===== src/rtl/sram_access_ctrl.sv =====
// Multi-cycle SRAM access controller: stalls the pipeline while a load/store runs for WAIT_CYCLES.
// Optional stall counter output enabled by defining SRAM_STALL_COUNT_EN.
`timescale 1ns/1ps
module sram_access_ctrl #(
  parameter int unsigned WAIT_CYCLES = 4
) (
  input  logic        clk,
  input  logic        rst,
  input  logic        mem_r_en,
  input  logic        mem_w_en,
  input  logic [31:0] addr,
  input  logic [31:0] wr_data,
  output logic [31:0] rd_data,
  output logic        ready,
  output logic [17:0] sram_addr,
  output logic [31:0] sram_dq_out,
  output logic        sram_dq_oe,
  output logic        sram_we_n,
  input  logic [31:0] sram_dq_in
`ifdef SRAM_STALL_COUNT_EN
  ,
  output logic [31:0] stall_cnt
`endif
);

  localparam int unsigned CNT_W = 4;
  localparam logic [CNT_W-1:0] CNT_LOAD = CNT_W'(WAIT_CYCLES - 1);

  typedef enum logic [1:0] {
    IDLE   = 2'd0,
    ACCESS = 2'd1,
    DONE   = 2'd2
  } state_t;

  state_t           state, state_nxt;
  logic [CNT_W-1:0] cnt, cnt_nxt;
  logic             op_wr;
  logic             latch_req;
  logic             xfer_end;

  // Byte-lane and high address bits carry no meaning for the word-wide SRAM.
  logic unused_addr_bits;
  assign unused_addr_bits = ^{addr[31:20], addr[1:0]};

  always_ff @(posedge clk) begin
    if (!rst) begin
      state <= IDLE;
      cnt   <= '0;
    end else begin
      state <= state_nxt;
      cnt   <= cnt_nxt;
    end
  end

  // Next state; ready is combinational so the pipeline freezes in the request cycle itself.
  always_comb begin
    state_nxt = state;
    cnt_nxt   = cnt;
    ready     = 1'b1;
    latch_req = 1'b0;
    xfer_end  = 1'b0;
    case (state)
      IDLE: begin
        if (mem_r_en || mem_w_en) begin
          ready     = 1'b0;
          latch_req = 1'b1;
          cnt_nxt   = CNT_LOAD;
          state_nxt = ACCESS;
        end
      end
      ACCESS: begin
        ready = 1'b0;
        if (cnt == '0) begin
          xfer_end  = 1'b1;
          state_nxt = DONE;
        end else begin
          cnt_nxt = cnt - CNT_W'(1);
        end
      end
      DONE: begin
        state_nxt = IDLE;
      end
      default: begin
        state_nxt = IDLE;
      end
    endcase
  end

  // Transfer datapath: strobes are asserted from the edge entering ACCESS to the edge leaving it.
  always_ff @(posedge clk) begin
    if (!rst) begin
      rd_data     <= '0;
      sram_addr   <= '0;
      sram_dq_out <= '0;
      sram_we_n   <= 1'b1;
      sram_dq_oe  <= 1'b0;
      op_wr       <= 1'b0;
    end else begin
      if (latch_req) begin
        sram_addr   <= addr[19:2];
        sram_dq_out <= wr_data;
        op_wr       <= mem_w_en;
        sram_we_n   <= ~mem_w_en;
        sram_dq_oe  <= mem_w_en;
      end
      if (xfer_end) begin
        sram_we_n  <= 1'b1;
        sram_dq_oe <= 1'b0;
        if (!op_wr) begin
          rd_data <= sram_dq_in;
        end
      end
    end
  end

`ifdef SRAM_STALL_COUNT_EN
  always_ff @(posedge clk) begin
    if (!rst) begin
      stall_cnt <= '0;
    end else if (!ready) begin
      stall_cnt <= stall_cnt + 32'd1;
    end
  end
`endif

endmodule


===== config.mk =====
export PLATFORM = sky130hd
export DESIGN_NAME = sram_access_ctrl
export DESIGN_NICKNAME = d
export VERILOG_FILES = /design/src/rtl/sram_access_ctrl.sv
export SDC_FILE = /design/constraint.sdc
export NUM_CORES = 1
export LEC_CHECK = 0
export CAP_MARGIN = 30
export CORE_ASPECT_RATIO = 0.8
export CORE_MARGIN = 2
export CORE_UTILIZATION = 43
export DETAILED_ROUTE_END_ITERATION = 8
export MAX_ROUTING_LAYER = met4
export PLACE_DENSITY = 0.95
export SYNTH_ARGS = -nofsm -noshare
export SYNTH_HDL_FRONTEND = slang
export SYNTH_SLANG_ARGS = --single-unit

===== constraint.sdc =====
create_clock -name clk -period 3.1 [get_ports clk]
set_input_delay 0.31 -clock clk [delete_from_list [all_inputs] [get_ports clk]]
set_output_delay 0.31 -clock clk [all_outputs]
set_load 0.02 [all_outputs]

==> summary.txt, run 1 <==
Asr flop ratio synth: 0%
Yosys cell types: 33
Antenna violations before repair: 0
Min-delay worst type: flip-flop to flip-flop
Cell Area, Placed: 0.00530 mm2
Commonest cells post-synth: dfxtp_1, nand2_1, o21ai_0
Hold Violations, Final: 0
Pins Over Slew Limit: 0
Layout cells sized above 1: 4.91%
Most common flop cell mapped by yosys: dfxtp_1
Fin Clk Skew: 0.00585 ns
Combinational Power Share: 36.9%
Peak Freq: 442 MHz
Final Instance Area: 0.00552 mm2
Total GRT Usage: 23.2%
Cells after Synth: 419
Clk sinks: 91
Post-layout nets: 667
Die Y: 85.8 um
Final Non-Filler Cells: 678
Clock Tree Buf Depth: 2
PostCTS Resize Cnt: 0
Reg power frac: 40.5%
Placed cells: 662
Worst-Skew Late Latency: 0.34 ns
Pwr/cell area: 661 mW/mm2
First-pass GRT wire length: 16.7 mm
WL/cell: 15.2 um
Sw Share: 34.3%
Net Sw Power: 0.00125 W
Post-synthesis sequential area ratio: 50.7%
Vias in the first global route: 3,569
Synth area leaders: dfxtp_1, mux2i_1, o21ai_0
Drt total wl: 10.3 mm
First DRT Iteration DRCs: 176
Setup ws final: 0.838 ns
Register bit count reported by yosys: 91
Reg2Reg Setup Slack: 0.90 ns
Post-synth EDFFs: 0
ANT cells: 0
Clock Power Share: 22.6%
Gp weighted congestion: 0.756
# rows: 29
RSZ-0062 raised after global routing: no
Syn avg cell area: 8.58 um2
# port buffers: 170
Worst Setup Start Kind: primary input
Mapped Nets: 521
Setup crit start: mem_w_en
Outcome: completed
Post-Syn Area: 0.00360 mm2
Vias per inst: 5.26
CP Capture Type: primary output
Crit share post-route: 73.0%
Largest net degree at the start of global routing: 71
Worst r2r dst: rd_data[29]$_SDFFE_PN0P_
FF-to-FF path depth: 6
Clock slew at reported path FFs: 0.09 ns
Hold_buf cts: 0
Drt pass-1 iters: 5
Worst-margin pin slew: 1.02 ns
Most used standard cell by instance count after synthesis: dfxtp_1
Post-CTS setup buffers: 0
Area Overhead vs Synth: 53.4%
P_leak: 1.98 nW
DRC viols: 0
Max-Cap Viols: 0
Total grt overflow: 0
Hpwl dp: 7.15 mm
Crit path required time: 2.79 ns
Internal: 0.00240 W
Chip width: 106 um
Htree depth: 3
Final min period: 2.26 ns
Cell taking the most area after synthesis: dfxtp_1
Via count: 3,566
Critical path arrival: 1.95 ns
Synth Warn #: 0
Relative slew slack: 31.7%
Final setup fails: 0
Crit path kind: primary input to primary output
Reg-to-Reg Start: cnt[0]$_SDFFE_PN0P_
Setup crit end: ready
I/O pin cnt: 185
Dpl ws: 0.841 ns
CTS tree: built
VDD IR max: 390 uV
Fin Setup TNS: 0 ns
Num CTS Buffers: 9
CP Max Fanout: 4
Die Footprint: 0.00911 mm2
Share of the synthesized area in the top cell type: 50.7%
Initial Util: 44.8%
Hold Slack: 0.459 ns
Root Driver: clkbuf_8
Core footprint: 0.00802 mm2
Routed Antenna Nets: 0
-- area by class of cell --
cell class / instances / area (um2)
Clock buffer: 11 / 151
Clock inverter: 5 / 61.3
Fill cell: 622 / 2500
Inverter: 5 / 18.8
Multi-Input combinational cell: 284 / 1600
Sequential cell: 91 / 1820
Tap cell: 108 / 135
Timing Repair Buffer: 174 / 1730
-- per-layer routing --
layer,global-route usage (%),wire [um]
met3,4.26,619
met1,26.4,4320
met4,8.73,182
met5,-,0
met2,41.0,5200
-- worst max-delay path, stage by stage --
cell	delay (ns)
clkdlybuf4s50_1	0.49
or3_1	0.46
nand2_1	0.09
clkdlybuf4s50_1	0.61
-- cell usage in the layout, fill, tap and decap left out --
master	synthesis	layout
a211oi_1	1	1
ha_1	2	2
nor3_1	2	2
a21o_1	2	2
nand4_1	1	1
a21oi_1	52	52
a31o_2	1	1
mux2i_1	34	34
nand4bb_1	1	1
and2_1	1	1
dfxtp_1	91	91
a31oi_1	1	1
nand2b_1	1	1
inv_2	1	1
clkinv_4	0	1
nand2_1	66	66
nand3b_1	1	1
and3_1	1	1
bufinv_16	0	1
o21ai_0	53	53
nor2_4	0	2
buf_4	0	4
a211o_1	1	1
or3_1	1	1
clkdlybuf4s50_1	0	169
nor2b_1	1	1
and4_1	1	1
inv_1	4	4
nor3_4	1	1
clkbuf_8	0	11
buf_2	1	1
or2_2	2	2
clkinvlp_4	0	3
o211ai_1	3	3
or3b_1	1	1
o21a_1	1	1
nand3_1	50	50
-- registers in the layout, summed over array words and instances (netlist names) --
name,flops
rd_data,32
cnt,4
state,2
sram_dq_oe,1
sram_we_n,1
op_wr,1
sram_dq_out,32
sram_addr,18
-- metrics by stage --
step	util (%)	power, W
finish	68.8	0.00365
global route	68.8	0.00384
CTS	68.8	0.00367
detailed placement	66.1	0.00285
global placement	66.1	0.00278
floorplan	-	0.00228
-- worst min path at each step --
stage,startpoint,endpoint,slack [ns],cells past startpoint
after detailed placement,rd_data[25]$_SDFFE_PN0P_,rd_data[25]$_SDFFE_PN0P_,0.45,2
after floorplan,sram_dq_in[0],rd_data[0]$_SDFFE_PN0P_,0.45,2
after global placement,rd_data[18]$_SDFFE_PN0P_,rd_data[18]$_SDFFE_PN0P_,0.44,2
final,rd_data[27]$_SDFFE_PN0P_,rd_data[27]$_SDFFE_PN0P_,0.46,2
after global routing,rd_data[2]$_SDFFE_PN0P_,rd_data[2]$_SDFFE_PN0P_,0.48,2
after CTS,rd_data[27]$_SDFFE_PN0P_,rd_data[27]$_SDFFE_PN0P_,0.46,2
-- power by group through the flow --
stage | Clock [W] | Sequential [W] | Combinational, W
6_report | 0.000823 | 0.00148 | 0.00135
5_1_grt | 0.000894 | 0.00150 | 0.00145
4_1_cts | 0.000845 | 0.00148 | 0.00135
3_5_place_dp | 0 | 0.00150 | 0.00135
3_3_place_gp | 0 | 0.00148 | 0.00130
2_1_floorplan | 0 | 0.00169 | 0.000591
-- cells by family (layout without fill, tap and decap cells) --
kind of cell	Yosys count	after routing	share of synthesized area [%]
AND/OR/NAND/NOR	133	133	17.2
AO/OA/AOI/OAI	115	115	16.7
flip-flops	91	91	50.7
buffers and inverters	44	195	5.25
multiplexers	34	34	9.46
adder cells (fa/ha/maj)	2	2	0.696
(Power assumes the default switching activity.)
==> run 2, diff against run 1 <==
--- a/config.mk
+++ b/config.mk
@@ -8,10 +8,10 @@
 export CAP_MARGIN = 30
 export CORE_ASPECT_RATIO = 0.8
 export CORE_MARGIN = 2
-export CORE_UTILIZATION = 43
+export CORE_UTILIZATION = 36
 export DETAILED_ROUTE_END_ITERATION = 8
 export MAX_ROUTING_LAYER = met4
-export PLACE_DENSITY = 0.95
+export PLACE_DENSITY = 0.87
 export SYNTH_ARGS = -nofsm -noshare
 export SYNTH_HDL_FRONTEND = slang
 export SYNTH_SLANG_ARGS = --single-unit
==> constraint.sdc (replaced) <==
create_clock -name clk -period 1.9 [get_ports clk]
set_input_delay 0.19 -clock clk [delete_from_list [all_inputs] [get_ports clk]]
set_output_delay 0.19 -clock clk [all_outputs]
set_load 0.02 [all_outputs]
==> run 2 against run 1 <==
  * Utilization down 8.8 points
  * Die area up 19%
  * Routed wire length up 5.0%
  * Count of clock-buffer cells in the layout unchanged
  * Power up 82%
  * Final area up 5.3%
  * Sequential share of layout area down 1.6 points
  * Clock power up 120%
  * Via count up 0.36%
==> summary.txt, run 2 (synthesis gave the netlist of run 1 again) <==
Total GRT Usage: 19.9% (was 23.2%)
Post-layout nets: 677 (was 667)
Final Instance Area: 0.00581 mm2 (was 0.00552 mm2)
Pwr/cell area: 1140 mW/mm2 (was 661 mW/mm2)
First DRT Iteration DRCs: 319 (was 176)
Combinational Power Share: 36.4% (was 36.9%)
I/O pin cnt: 185 (unchanged)
CTS tree: built (unchanged)
Commonest non-fill, non-tap cells in the layout: clkdlybuf4s50_1, dfxtp_1, nand2_1 (unchanged)
Peak Freq: 539 MHz
CP Capture Type: flip-flop (was primary output)
Max-Cap Viols: 0 (unchanged)
Vias per inst: 5.00 (was 5.26)
CP max stage cell: or3b_4 (was clkdlybuf4s50_1)
Crit path kind: flip-flop to flip-flop (was primary input to primary output)
Drt pass-1 iters: 4 (was 5)
Worst-Skew Late Latency: 0.33 ns (was 0.34 ns)
Initial Util: 37.1% (was 44.8%)
Setup ws final: 0.0440 ns (was 0.838 ns)
Critical path arrival: 2.12 ns (was 1.95 ns)
Most common cell after layout, fill and taps aside: clkdlybuf4s50_1 (unchanged)
Net Sw Power: 0.00217 W (was 0.00125 W)
WL/cell: 15.1 um (was 15.2 um)
CP max stage delay: 0.40 ns (was 0.61 ns)
Fin Clk Skew: 0.00589 ns (was 0.00585 ns)
Core footprint: 0.00969 mm2 (was 0.00802 mm2)
Hold Violations, Final: 0 (unchanged)
Vias in the first global route: 3,542 (was 3,569)
Crit path required time: 2.16 ns (was 2.79 ns)
Num CTS Buffers: 9 (unchanged)
Min-delay worst type: primary input to flip-flop (was flip-flop to flip-flop)
Layout cells sized above 1: 7.59% (was 4.91%)
First-pass GRT wire length: 17.0 mm (was 16.7 mm)
Clock Power Share: 27.1% (was 22.6%)
P_leak: 2.10 nW (was 1.98 nW)
Total grt overflow: 0 (unchanged)
Filler cell count: 863 (was 622)
Sw Share: 32.7% (was 34.3%)
Crit share post-route: 97.7%
Worst-margin pin slew: 0.532 ns (was 1.02 ns)
Largest registers: rd_data (32), sram_dq_out (32), sram_addr (18) (unchanged)
Reg power frac: 36.5% (was 40.5%)
Antenna violations before repair: 0 (unchanged)
Die Y: 93.4 um (was 85.8 um)
Reg2Reg Setup Slack: 0.04 ns (was 0.90 ns)
# rows: 32 (was 29)
Clock Tree Buf Depth: 2 (unchanged)
Area Overhead vs Synth: 61.5% (was 53.4%)
Via count: 3,579 (was 3,566)
# port buffers: 170 (unchanged)
Crit path cell chain: inv_2 -> ha_2 -> or3b_4 -> nor3_4 -> buf_12 -> buf_6 -> mux2i_1 (was clkdlybuf4s50_1 -> or3_1 -> nand2_1 -> clkdlybuf4s50_1)
Htree depth: 3 (unchanged)
Final setup fails: 0 (unchanged)
Die Footprint: 0.0108 mm2 (was 0.00911 mm2)
Routed Antenna Nets: 0 (unchanged)
Clock slew at reported path FFs: 0.07 ns (was 0.09 ns)
Outcome: completed (unchanged)
Internal: 0.00447 W (was 0.00240 W)
Chip width: 116 um (was 106 um)
Relative slew slack: 64.4% (was 31.7%)
VDD IR max: 554 uV (was 390 uV)
Drt total wl: 10.8 mm (was 10.3 mm)
Cell Area, Placed: 0.00541 mm2 (was 0.00530 mm2)
DRC viols: 0 (unchanged)
Clk sinks: 91 (unchanged)
Hpwl dp: 7.36 mm (was 7.15 mm)
Pins Over Slew Limit: 0 (unchanged)
CP Max Fanout: 8 (was 4)
Root Driver: clkbuf_16 (was clkbuf_8)
Worst Setup Start Kind: flip-flop (was primary input)
Hold_buf cts: 0 (unchanged)
ANT cells: 0 (unchanged)
Final min period: 1.86 ns
Gp weighted congestion: 0.791 (was 0.756)
Largest net degree at the start of global routing: 56 (was 71)
Dpl ws: 0.0342 ns (was 0.841 ns)
-- run 2: cell count changes in the layout (fill, tap and decap cells not counted), moves of 4 or more --
| cell | delta |
|---|---|
| buf_12 | +4 |
| buf_4 | +4 |
| clkbuf_16 | +11 |
| clkbuf_8 | -10 |
-- run 2: stage by stage --
stage | power [W] | hold WS, ns | TNS, ns | instances | utilization, %
floorplan | 0.00372 | 0.332 | 0 | 419 | -
global placement | 0.00461 | 0.442 | 0 | 695 | 55.8
detailed placement | 0.00471 | 0.447 | 0 | 695 | 55.8
CTS | 0.00653 | 0.316 | 0 | 711 | 58.9
global route | 0.00698 | 0.349 | -0.0554 | 716 | 59.9
finish | 0.00664 | 0.335 | 0 | 716 | 59.9
-- run 2: timing repair --
action	CTS	global route
setup endpoints to repair	0	20
buffers inserted	0	2
gates resized for setup	0	7
hold endpoints to repair	0	0
-- run 2: final timing paths --
| path | start | endpoint | depth (start not counted) |
|---|---|---|---|
| max | cnt[0]$_SDFFE_PN0P_ | rd_data[16]$_SDFFE_PN0P_ | 7 |
| min | rst | sram_dq_out[6]$_SDFFE_PN0P_ | 3 |
| max reg2reg | cnt[0]$_SDFFE_PN0P_ | rd_data[16]$_SDFFE_PN0P_ | 7 |
| min reg2reg | rd_data[12]$_SDFFE_PN0P_ | rd_data[12]$_SDFFE_PN0P_ | 2 |
-- run 2: per-layer routing --
| metal | share of wire, % | wire length (um) | global-route usage (%) |
|---|---|---|---|
| met1 | 42 | 4560 | 22.7 |
| met2 | 50 | 5470 | 34.7 |
| met3 | 5.9 | 644 | 5.83 |
| met4 | 1.4 | 153 | 4.66 |
| met5 | 0 | 0 | - |
-- run 2: final cells by class --
class	instances	area [um2]	share of cell area [%]
inverter	5	18.8	0.323
timing repair buffer	184	1890	32.5
tap	136	170	2.93
clock buffer	11	243	4.18
multi-input combinational	284	1600	27.6
clock inverter	5	61.3	1.06
sequential	91	1820	31.4
-- run 2: worst max-delay path: cells and delay by family, from the launching register on --
| kind | cells | cell delay (ns) |
|---|---|---|
| mux | 1 | 0.19 |
| fa+ha+maj | 1 | 0.19 |
| buf+inv | 3 | 0.39 |
| simple gates | 2 | 0.69 |
| flops | 1 | 0.33 |
-- run 2: power groups by stage --
stage	logic (W)	registers (W)	clock network, W
CTS	0.00227	0.00241	0.00186
finish	0.00242	0.00242	0.00180
floorplan	0.000964	0.00275	0
global placement	0.00218	0.00243	0
global route	0.00259	0.00246	0.00193
detailed placement	0.00226	0.00245	0
==> run 3, diff against run 2 <==
--- a/config.mk
+++ b/config.mk
@@ -12,6 +12,7 @@
 export DETAILED_ROUTE_END_ITERATION = 8
 export MAX_ROUTING_LAYER = met4
 export PLACE_DENSITY = 0.87
+export SLEW_MARGIN = 20
 export SYNTH_ARGS = -nofsm -noshare
 export SYNTH_HDL_FRONTEND = slang
 export SYNTH_SLANG_ARGS = --single-unit
==> results of run 3 <==
No change in the layout: final DEF, timing and power equal those of run 2.
